--- config.mk ---
export PLATFORM = sky130hd
export DESIGN_NAME = regfile_writeback_arbiter
export DESIGN_NICKNAME = d
export VERILOG_FILES = /design/src/rtl/regfile_writeback_arbiter.sv
export SDC_FILE = /design/constraint.sdc
export NUM_CORES = 1
export LEC_CHECK = 0
export ABC_CLOCK_PERIOD_IN_PS = 8000
export CORE_MARGIN = 1.5
export CORE_UTILIZATION = 30
export CTS_CLUSTER_SIZE = 30
export DETAILED_ROUTE_END_ITERATION = 7
export GPL_ROUTABILITY_DRIVEN = 0
export SLEW_MARGIN = 20
export SYNTH_ARGS = -nofsm -noshare
export SYNTH_HDL_FRONTEND = slang
export SYNTH_SLANG_ARGS = --single-unit
--- constraint.sdc ---
create_clock -name clk_i -period 8 [get_ports clk_i]
set_input_delay 1.6 -clock clk_i [delete_from_list [all_inputs] [get_ports clk_i]]
set_output_delay 1.6 -clock clk_i [all_outputs]
set_load 0.05 [all_outputs]
--- src/rtl/regfile_writeback_arbiter.sv ---
// regfile_writeback_arbiter
//   Write side of the 32x32 register file. It merges ALU results and load
//   results onto the file's single write port. ALU results always win. Load
//   results that collide with an ALU write wait in a small FIFO. A pending-rd
//   scoreboard is exported so decode can stall on registers with queued loads.
//
// Parameters
//   DEPTH  load FIFO entries (power of 2, >= 2)
//   AW     register address width
//   DW     data width
//
// Ports
//   clk_i        clock, rising edge
//   rst_i        asynchronous, active-low reset
//   alu_valid_i  ALU result valid; never back-pressured
//   alu_rd_i     ALU destination register
//   alu_data_i   ALU result
//   mem_valid_i  load result valid
//   mem_ready_o  load result accepted when mem_valid_i & mem_ready_o
//   mem_rd_i     load destination register
//   mem_data_i   load data
//   RegWrite_o   register-file write enable (registered)
//   RDaddr_o     register-file write address (registered)
//   RDdata_o     register-file write data (registered)
//   pending_o    bit r set = a live queued load targets register r
//   stall_cnt_o  cycles with mem_valid_i & !mem_ready_o (saturating)
//   kill_cnt_o   loads killed by WAW, queued or same-cycle (saturating)
//
// Build option
//   REGWB_STATS_EN  when defined, the two statistics counters are built.
//                   Otherwise both ports are tied to zero.
//
// Load handshake: a load transfers on any rising edge where mem_valid_i and
// mem_ready_o are both high. mem_ready_o depends only on FIFO state, never on
// mem_valid_i. The producer must hold rd/data stable while valid is high and
// ready is low. The ALU side has no ready signal and is always consumed.

module regfile_writeback_arbiter #(
  parameter int DEPTH = 4,
  parameter int AW    = 5,
  parameter int DW    = 32
) (
  input  logic                 clk_i,
  input  logic                 rst_i,
  input  logic                 alu_valid_i,
  input  logic [AW-1:0]        alu_rd_i,
  input  logic [DW-1:0]        alu_data_i,
  input  logic                 mem_valid_i,
  output logic                 mem_ready_o,
  input  logic [AW-1:0]        mem_rd_i,
  input  logic [DW-1:0]        mem_data_i,
  output logic                 RegWrite_o,
  output logic [AW-1:0]        RDaddr_o,
  output logic [DW-1:0]        RDdata_o,
  output logic [(1<<AW)-1:0]   pending_o,
  output logic [15:0]          stall_cnt_o,
  output logic [15:0]          kill_cnt_o
);

  localparam int IW = $clog2(DEPTH);
  localparam int PW = IW + 1;  // extra bit separates full from empty

  logic [PW-1:0]    wr_ptr;
  logic [PW-1:0]    rd_ptr;
  logic [IW-1:0]    wr_idx;
  logic [IW-1:0]    rd_idx;
  logic [AW-1:0]    rd_q   [DEPTH];
  logic [DW-1:0]    data_q [DEPTH];
  logic [DEPTH-1:0] live_q;

  logic fifo_empty;
  logic fifo_full;
  logic alu_sel;
  logic mem_acc;
  logic mem_killed;
  logic mem_keep;
  logic pop;
  logic bypass;
  logic push;

  assign wr_idx     = wr_ptr[IW-1:0];
  assign rd_idx     = rd_ptr[IW-1:0];
  assign fifo_empty = (wr_ptr == rd_ptr);
  assign fifo_full  = (wr_ptr[IW-1:0] == rd_ptr[IW-1:0]) &&
                      (wr_ptr[PW-1] != rd_ptr[PW-1]);

  assign mem_ready_o = !fifo_full;

  assign alu_sel    = alu_valid_i && (alu_rd_i != '0);
  assign mem_acc    = mem_valid_i && mem_ready_o;
  // A load accepted alongside an ALU write to the same rd counts as older, so it is dropped.
  assign mem_killed = alu_sel && mem_acc && (mem_rd_i == alu_rd_i);
  // Loads to x0 are accepted and discarded.
  assign mem_keep   = mem_acc && (mem_rd_i != '0) && !mem_killed;

  assign pop    = !alu_sel && !fifo_empty;
  assign bypass = !alu_sel && fifo_empty && mem_keep;
  assign push   = mem_keep && !bypass;

  // Scoreboard. Free slots are always dead because pop clears the live bit.
  always_comb begin
    pending_o = '0;
    for (int i = 0; i < DEPTH; i++) begin
      if (live_q[i]) pending_o[rd_q[i]] = 1'b1;
    end
  end

  // Payload storage needs no reset; the live bits decide what is valid.
  always_ff @(posedge clk_i) begin
    if (push) begin
      rd_q[wr_idx]   <= mem_rd_i;
      data_q[wr_idx] <= mem_data_i;
    end
  end

  always_ff @(posedge clk_i or negedge rst_i) begin
    if (!rst_i) begin
      wr_ptr <= '0;
      rd_ptr <= '0;
      live_q <= '0;
    end else begin
      // WAW kill of queued loads. Dead entries keep their slot until popped.
      for (int i = 0; i < DEPTH; i++) begin
        if (alu_sel && (rd_q[i] == alu_rd_i)) live_q[i] <= 1'b0;
      end
      if (pop) begin
        live_q[rd_idx] <= 1'b0;
        rd_ptr         <= rd_ptr + 1'b1;
      end
      if (push) begin
        live_q[wr_idx] <= 1'b1;
        wr_ptr         <= wr_ptr + 1'b1;
      end
    end
  end

  always_ff @(posedge clk_i or negedge rst_i) begin
    if (!rst_i) begin
      RegWrite_o <= 1'b0;
      RDaddr_o   <= '0;
      RDdata_o   <= '0;
    end else if (alu_sel) begin
      RegWrite_o <= 1'b1;
      RDaddr_o   <= alu_rd_i;
      RDdata_o   <= alu_data_i;
    end else if (pop) begin
      // A dead head still takes its slot in the write stream but writes nothing.
      RegWrite_o <= live_q[rd_idx];
      RDaddr_o   <= rd_q[rd_idx];
      RDdata_o   <= data_q[rd_idx];
    end else if (bypass) begin
      RegWrite_o <= 1'b1;
      RDaddr_o   <= mem_rd_i;
      RDdata_o   <= mem_data_i;
    end else begin
      RegWrite_o <= 1'b0;
    end
  end

`ifdef REGWB_STATS_EN
  localparam int KW = $clog2(DEPTH + 2);
  localparam logic [KW-1:0] K_ONE = 1;

  logic [KW-1:0] kill_num;
  logic [16:0]   kill_sum;
  logic [15:0]   stall_cnt;
  logic [15:0]   kill_cnt;

  always_comb begin
    kill_num = '0;
    for (int i = 0; i < DEPTH; i++) begin
      if (alu_sel && live_q[i] && (rd_q[i] == alu_rd_i)) kill_num = kill_num + K_ONE;
    end
    if (mem_killed) kill_num = kill_num + K_ONE;
  end

  assign kill_sum = {1'b0, kill_cnt} + {{(17-KW){1'b0}}, kill_num};

  always_ff @(posedge clk_i or negedge rst_i) begin
    if (!rst_i) begin
      stall_cnt <= '0;
      kill_cnt  <= '0;
    end else begin
      if (mem_valid_i && !mem_ready_o && (stall_cnt != 16'hFFFF))
        stall_cnt <= stall_cnt + 16'd1;
      kill_cnt <= kill_sum[16] ? 16'hFFFF : kill_sum[15:0];
    end
  end

  assign stall_cnt_o = stall_cnt;
  assign kill_cnt_o  = kill_cnt;
`else
  assign stall_cnt_o = '0;
  assign kill_cnt_o  = '0;
`endif

endmodule
**After elaboration in Yosys (flattened, before gate mapping)**

Memory sizes are Yosys's and may differ from the RTL's.
Index checks and enable logic that the tools add are counted.

- Word-level logic and storage cells: 100
- Output and inout port bits: 103
- Memories: 2
- Bits in registers: 48
- Memory bits (writable): 148

Memory list:

| name | depth | width | rd ports | clocked after Yosys merged registers in | write ports | line | source |
|---|---|---|---|---|---|---|---|
| data_q | 4 | 32 | 1 | 0 | 1 | 68 | `logic [DW-1:0] data_q [DEPTH];` |
| rd_q | 4 | 5 | 5 | 0 | 1 | 67 | `logic [AW-1:0] rd_q [DEPTH];` |

- Add/subtract/negate cells: 2
- Mux-type cells: 35
- Magnitude comparators: 12
- Eq/ne operators: 8
- Reductions and logical operators: 29
- Bitwise operators: 6

Operator list:

| cell | count |
|---|---|
| $mux 32 | 7 |
| $or 32x32->32 | 3 |
| $eq 5x5->1 | 5 |
| $lt 5x6->1 const B | 4 |
| $logic_and 1x1->1 | 21 |
| $demux 1 s5 | 4 |
| $ge 5x1->1 const B | 4 |
| $mux 1 | 16 |
| $mux 5 | 3 |
| $reduce_bool 5->1 | 2 |
| $mux 4 | 2 |
| $add 3x1->3 const B | 2 |
| $lt 2x3->1 const B | 2 |
| $logic_not 1->1 | 5 |
| $and 4x4->4 | 1 |
| $demux 1 s2 | 2 |
| $ge 2x1->1 const B | 2 |
| $not 4->4 | 1 |
| $or 4x4->4 | 1 |
| $eq 3x3->1 | 1 |
| $reduce_bool 3->1 | 1 |
| $bmux 1 s2 | 1 |
| $eq 2x2->1 | 1 |
| $ne 1x1->1 | 1 |

**Longest topological paths before layout**

- Depth after elaboration: 13
- Gate-level depth with buffers: 8
- Gate-level depth less buffers: 5

**Worst setup path after synthesis**

OpenSTA, ideal clock, no wires.

- Path kind: input port to flip-flop
- Start point: input port alu_rd_i[2]
- End point: memory data_q[3][0] (enable)
- Stages: 5
- Path slack: 3.641 ns
- Data required time: 7.584 ns
- Arrival: 3.943 ns
- Setup time: 0.416 ns
- Path through: buf_2 -> or4_4 -> o21ai_4 -> nor4_2 -> nor4b_4

- Cells in the longest elaborated chain, start to end: 11

Ends and longest elaborated chain:

| what | line | source |
|---|---|---|
| start: declaration | 46 | `input logic [AW-1:0] alu_rd_i,` |
| $reduce_bool 5->1 | 89 | `assign alu_sel = alu_valid_i && (alu_rd_i != '0);` |
| $logic_and 1x1->1 | 89 |  |
| $logic_and 1x1->1 (2 in a row) | 92 | `assign mem_killed = alu_sel && mem_acc && (mem_rd_i == alu_rd_i);` |
| $logic_not 1->1 | 94 | `assign mem_keep = mem_acc && (mem_rd_i != '0) && !mem_killed;` |
| $logic_and 1x1->1 | 94 |  |
| $logic_and 1x1->1 | 97 | `assign bypass = !alu_sel && fifo_empty && mem_keep;` |
| $logic_not 1->1 | 98 | `assign push = mem_keep && !bypass;` |
| $logic_and 1x1->1 (*) | 98 |  |
| $mux 1 (*) | 110 | `if (push) begin` |
| $mux 1 (implied by the code) (*) | 112 | `data_q[wr_idx] <= mem_data_i;` |
| end: declaration | 68 |  |

Mark *: on every way between the ends. The rest lies on a longest branch, timed or not.

==> summary.txt <==
STA
  • Final Hold Vio Count: 0
  • Measured slew at the worst slew-check pin: 1200 ps
  • Post-layout minimum cycle time: 4739 ps
  • Final Cycle Share: 59.24%
  • Relative slew slack: about a fifth
  • RSZ-0062 raised after global routing: no
  • Max Slew Vio Count: 0
  • Max Clock Skew: 11.02 ps
  • F_max: 0.2110 GHz
  • Setup TNS: 0 ps
  • Worst setup margin: 3261 ps
  • Setup Viol. Count Final: 0

Power
  • Leak: between 4 and 5 nW
  • Power Total: ~0.0045 W
  • Net Sw Power: 0.001879 W
  • Max VDD drop: about 0.18 mV
  • Cell Int Power: 0.002667 W
  • Clk network pwr share: between 10% and 20%
  • Seq pwr share: 35.5%
  • PD cells: approximately 380 mW/mm^2
  • Sw frac: 41.34%
  • Share of total power in combinational logic: 46.1%

Yosys
  • Post-synth top area share: 45.57%
  • Top post-synthesis cells by area: edfxtp_1 46%, dfrtp_1 12%, mux4_2 8.8%
  • Most common cell in the netlist: edfxtp_1
  • Synth warn: 0
  • Post-synth EDFFs: 148
  • Synth cell types: 54
  • Syn Std Cell Area: 0.009753 mm^2
  • Average cell area after synthesis: 13.14 um^2
  • FF+latch count, synth: around 200
  • Cell count after synthesis: roughly 740
  • Post-synthesis async set-or-reset flop share: between 20% and 30%
  • Top cells by count, synth: 148 x edfxtp_1, 81 x a21oi_1, 58 x nand2_1, 51 x nor2_1, 48 x dfrtp_1
  • Register area share after synthesis: 57.88%
  • Area leader, netlist: edfxtp_1
  • Main synth FF type: edfxtp_1

Floorplan
  • Starting Density: 30.67%
  • Io pins: 181
  • Die H: 183.3 um
  • Die Wd: 183.3 um
  • Core footprint: 0.03180 mm^2
  • Row cnt: 65
  • Die ar.: 0.03360 mm^2

Drt
  • Drt drc: 0
  • Final ANT Viol Nets: 0
  • Initial DRC Count: 710
  • Vias: just under 7,000
  • WL/cell: roughly 20 um
  • WL final: 26,220 um
  • Vias per Instance: between 5 and 6
  • Drt pass-1 iters: 5

Global route
  • First-pass GRT wire length: 40,060 um
  • GRT Resource Usage Total: 15.71%
  • Antenna violations before repair: 0
  • Overflow after GRT: 0
  • Maximum number of pins on one net before global-route repair: 75
  • Number of global-route vias before repair: roughly 6,800

Clock tree
  • Hold buffers post-CTS: 0
  • Root Buffer: clkbuf_16
  • Clock Latency Late Sink: about 430 ps
  • CTS tree: yes
  • Post-CTS setup buffers: 0
  • Cts repair resizes: 0
  • Cts bufs inserted: 17
  • CTS Sinks: 196
  • Clock Pin Slew Worst Setup and Hold Paths: about 70 ps
  • H-tree Lvls: 4
  • Clock Path Buffers: 2

Place
  • Dpl hpwl: 16,660 um
  • Dpl cells: 1,276
  • Pre-CTS setup slack: between 2000 and 3000 ps
  • Port Buffers: 148

Setup path
  • Crit path kind: reg2out
  • CP endpoint kind: primary output
  • Critical path fanouts, max: 8
  • Startpoint Class: register
  • Top Family by Delay on Critical Path: simple AND/OR/NAND/NOR gates
  • Max incr delay on CP: 1010 ps
  • Slowest CP cell: nor3b_1
  • Buf/Inv on CP: 1
  • Worst Path Arrival: between 3000 and 4000 ps
  • Req. time, crit path: approximately 6400 ps
  • Crit-path cells: nor3b_1 -> nand2_1 -> o211ai_1 -> clkdlybuf4s50_1

Finish
  • # fillers: around 3,000
  • Register Area: 0.005648 mm^2
  • Cell Count, Final, Fillers Out: 1,308
  • Area of the multi-input gates: 0.003681 mm^2
  • N_diodes: 0
  • Fraction of layout cells with a size suffix above 1: between 10% and 20%
  • Area Overhead vs Synth: 23.02%
  • Nets: about 950

Hold path
  • Hold Path Class: reg2reg

Flow run
  • Max_cap viols: 0

Run status
  • Status: finished clean
-- routing by layer --
layer / GRT usage, % / part of all wire, % / vias to the layer above
met5: 0 / 0 / -
met4: 4.557 / 1.1 / 0
met3: 2.482 / 6.8 / 35
met2: 24.91 / 46 / 345
met1: 22.24 / 46 / 3373
li1: - / - / 3033
-- path summary, 6_finish.rpt --
kind                             from       endpoint  slack [ps]  depth (start not counted)
max                        rd_q[1][0]  pending_o[16]        3260                          4
min                         wr_ptr[2]      wr_ptr[2]         490                          1
max reg2reg                 wr_ptr[2]  data_q[2][29]        4530                          5
min reg2reg                 wr_ptr[2]      wr_ptr[2]         490                          1
max in group asynchronous       rst_i      rd_ptr[0]        6150                          2
min in group asynchronous       rst_i   RDdata_o[20]        1330                          2
-- cells in the final DEF (no fill, tap or decap), types with 4 or more instances in the layout --
cell	instances
a21oi_1	81
a221o_1	15
a22oi_1	13
and3_1	4
and3b_1	8
buf_4	7
clkbuf_16	17
clkdlybuf4s50_1	147
conb_1	32
dfrtp_1	46
edfxtp_1	148
ha_1	8
inv_1	4
mux4_2	38
nand2_1	58
nand3_1	9
nand3b_1	11
nor2_1	51
nor3_1	5
nor3b_1	9
o211ai_1	6
o21ai_0	7
o221ai_1	12
o22ai_1	7
o2bb2ai_1	35
or3b_2	8
xnor2_1	17
xor2_1	15
-- stage by stage --
step,util (%),hold WS (ps),area [um^2]
2_1_floorplan,-,460.7,9869
3_3_place_gp,35.90,474.5,11420
3_5_place_dp,35.90,481.1,11420
4_1_cts,37.73,492.9,12000
5_1_grt,37.73,524.3,12000
6_report,37.73,492.4,12000
-- worst reg2reg max path, delay by kind of cell, from the launching register on --
family        cells  cell delay, ps
simple gates      4            2240
flops             1             400
xor+xnor          1             430
-- cell type report --
cell class	count	share of cell area, %
tap	435	4.536
clock inverter	11	1.085
inverter	4	0.1251
timing repair buffer	155	12.74
sequential	196	47.07
clock buffer	21	3.754
multi-input combinational	486	30.68
-- state kept, by name, indices dropped and copies added (netlist names) --
signal / cells
data_q: 128
rd_ptr: 3
RDdata_o: 32
rd_q: 20
RDaddr_o: 5
live_q: 4
RegWrite_o: 1
wr_ptr: 3
-- cells by family (layout without fill, tap and decap cells) --
family          Yosys count  in the layout  synth area share (%)
flops                   196            196                 57.88
simple gates            187            187                 10.26
compound gates          186            186                 13.10
buf+inv                  91            191                 5.696
mux                      41             41                 9.121
xor+xnor                 32             32                 2.874
fa+ha+maj                 8              8                 1.026
other cells               1             32               0.03845
-- power groups by stage --
stage               logic [W]  registers (W)  clock network [W]
global placement      0.00210        0.00162                  0
global route          0.00224        0.00165           0.000895
CTS                   0.00212        0.00161           0.000855
floorplan             0.00118        0.00190                  0
detailed placement    0.00210        0.00163                  0
finish                0.00210        0.00161           0.000836
Note: power is estimated with default switching activity, not from simulation.
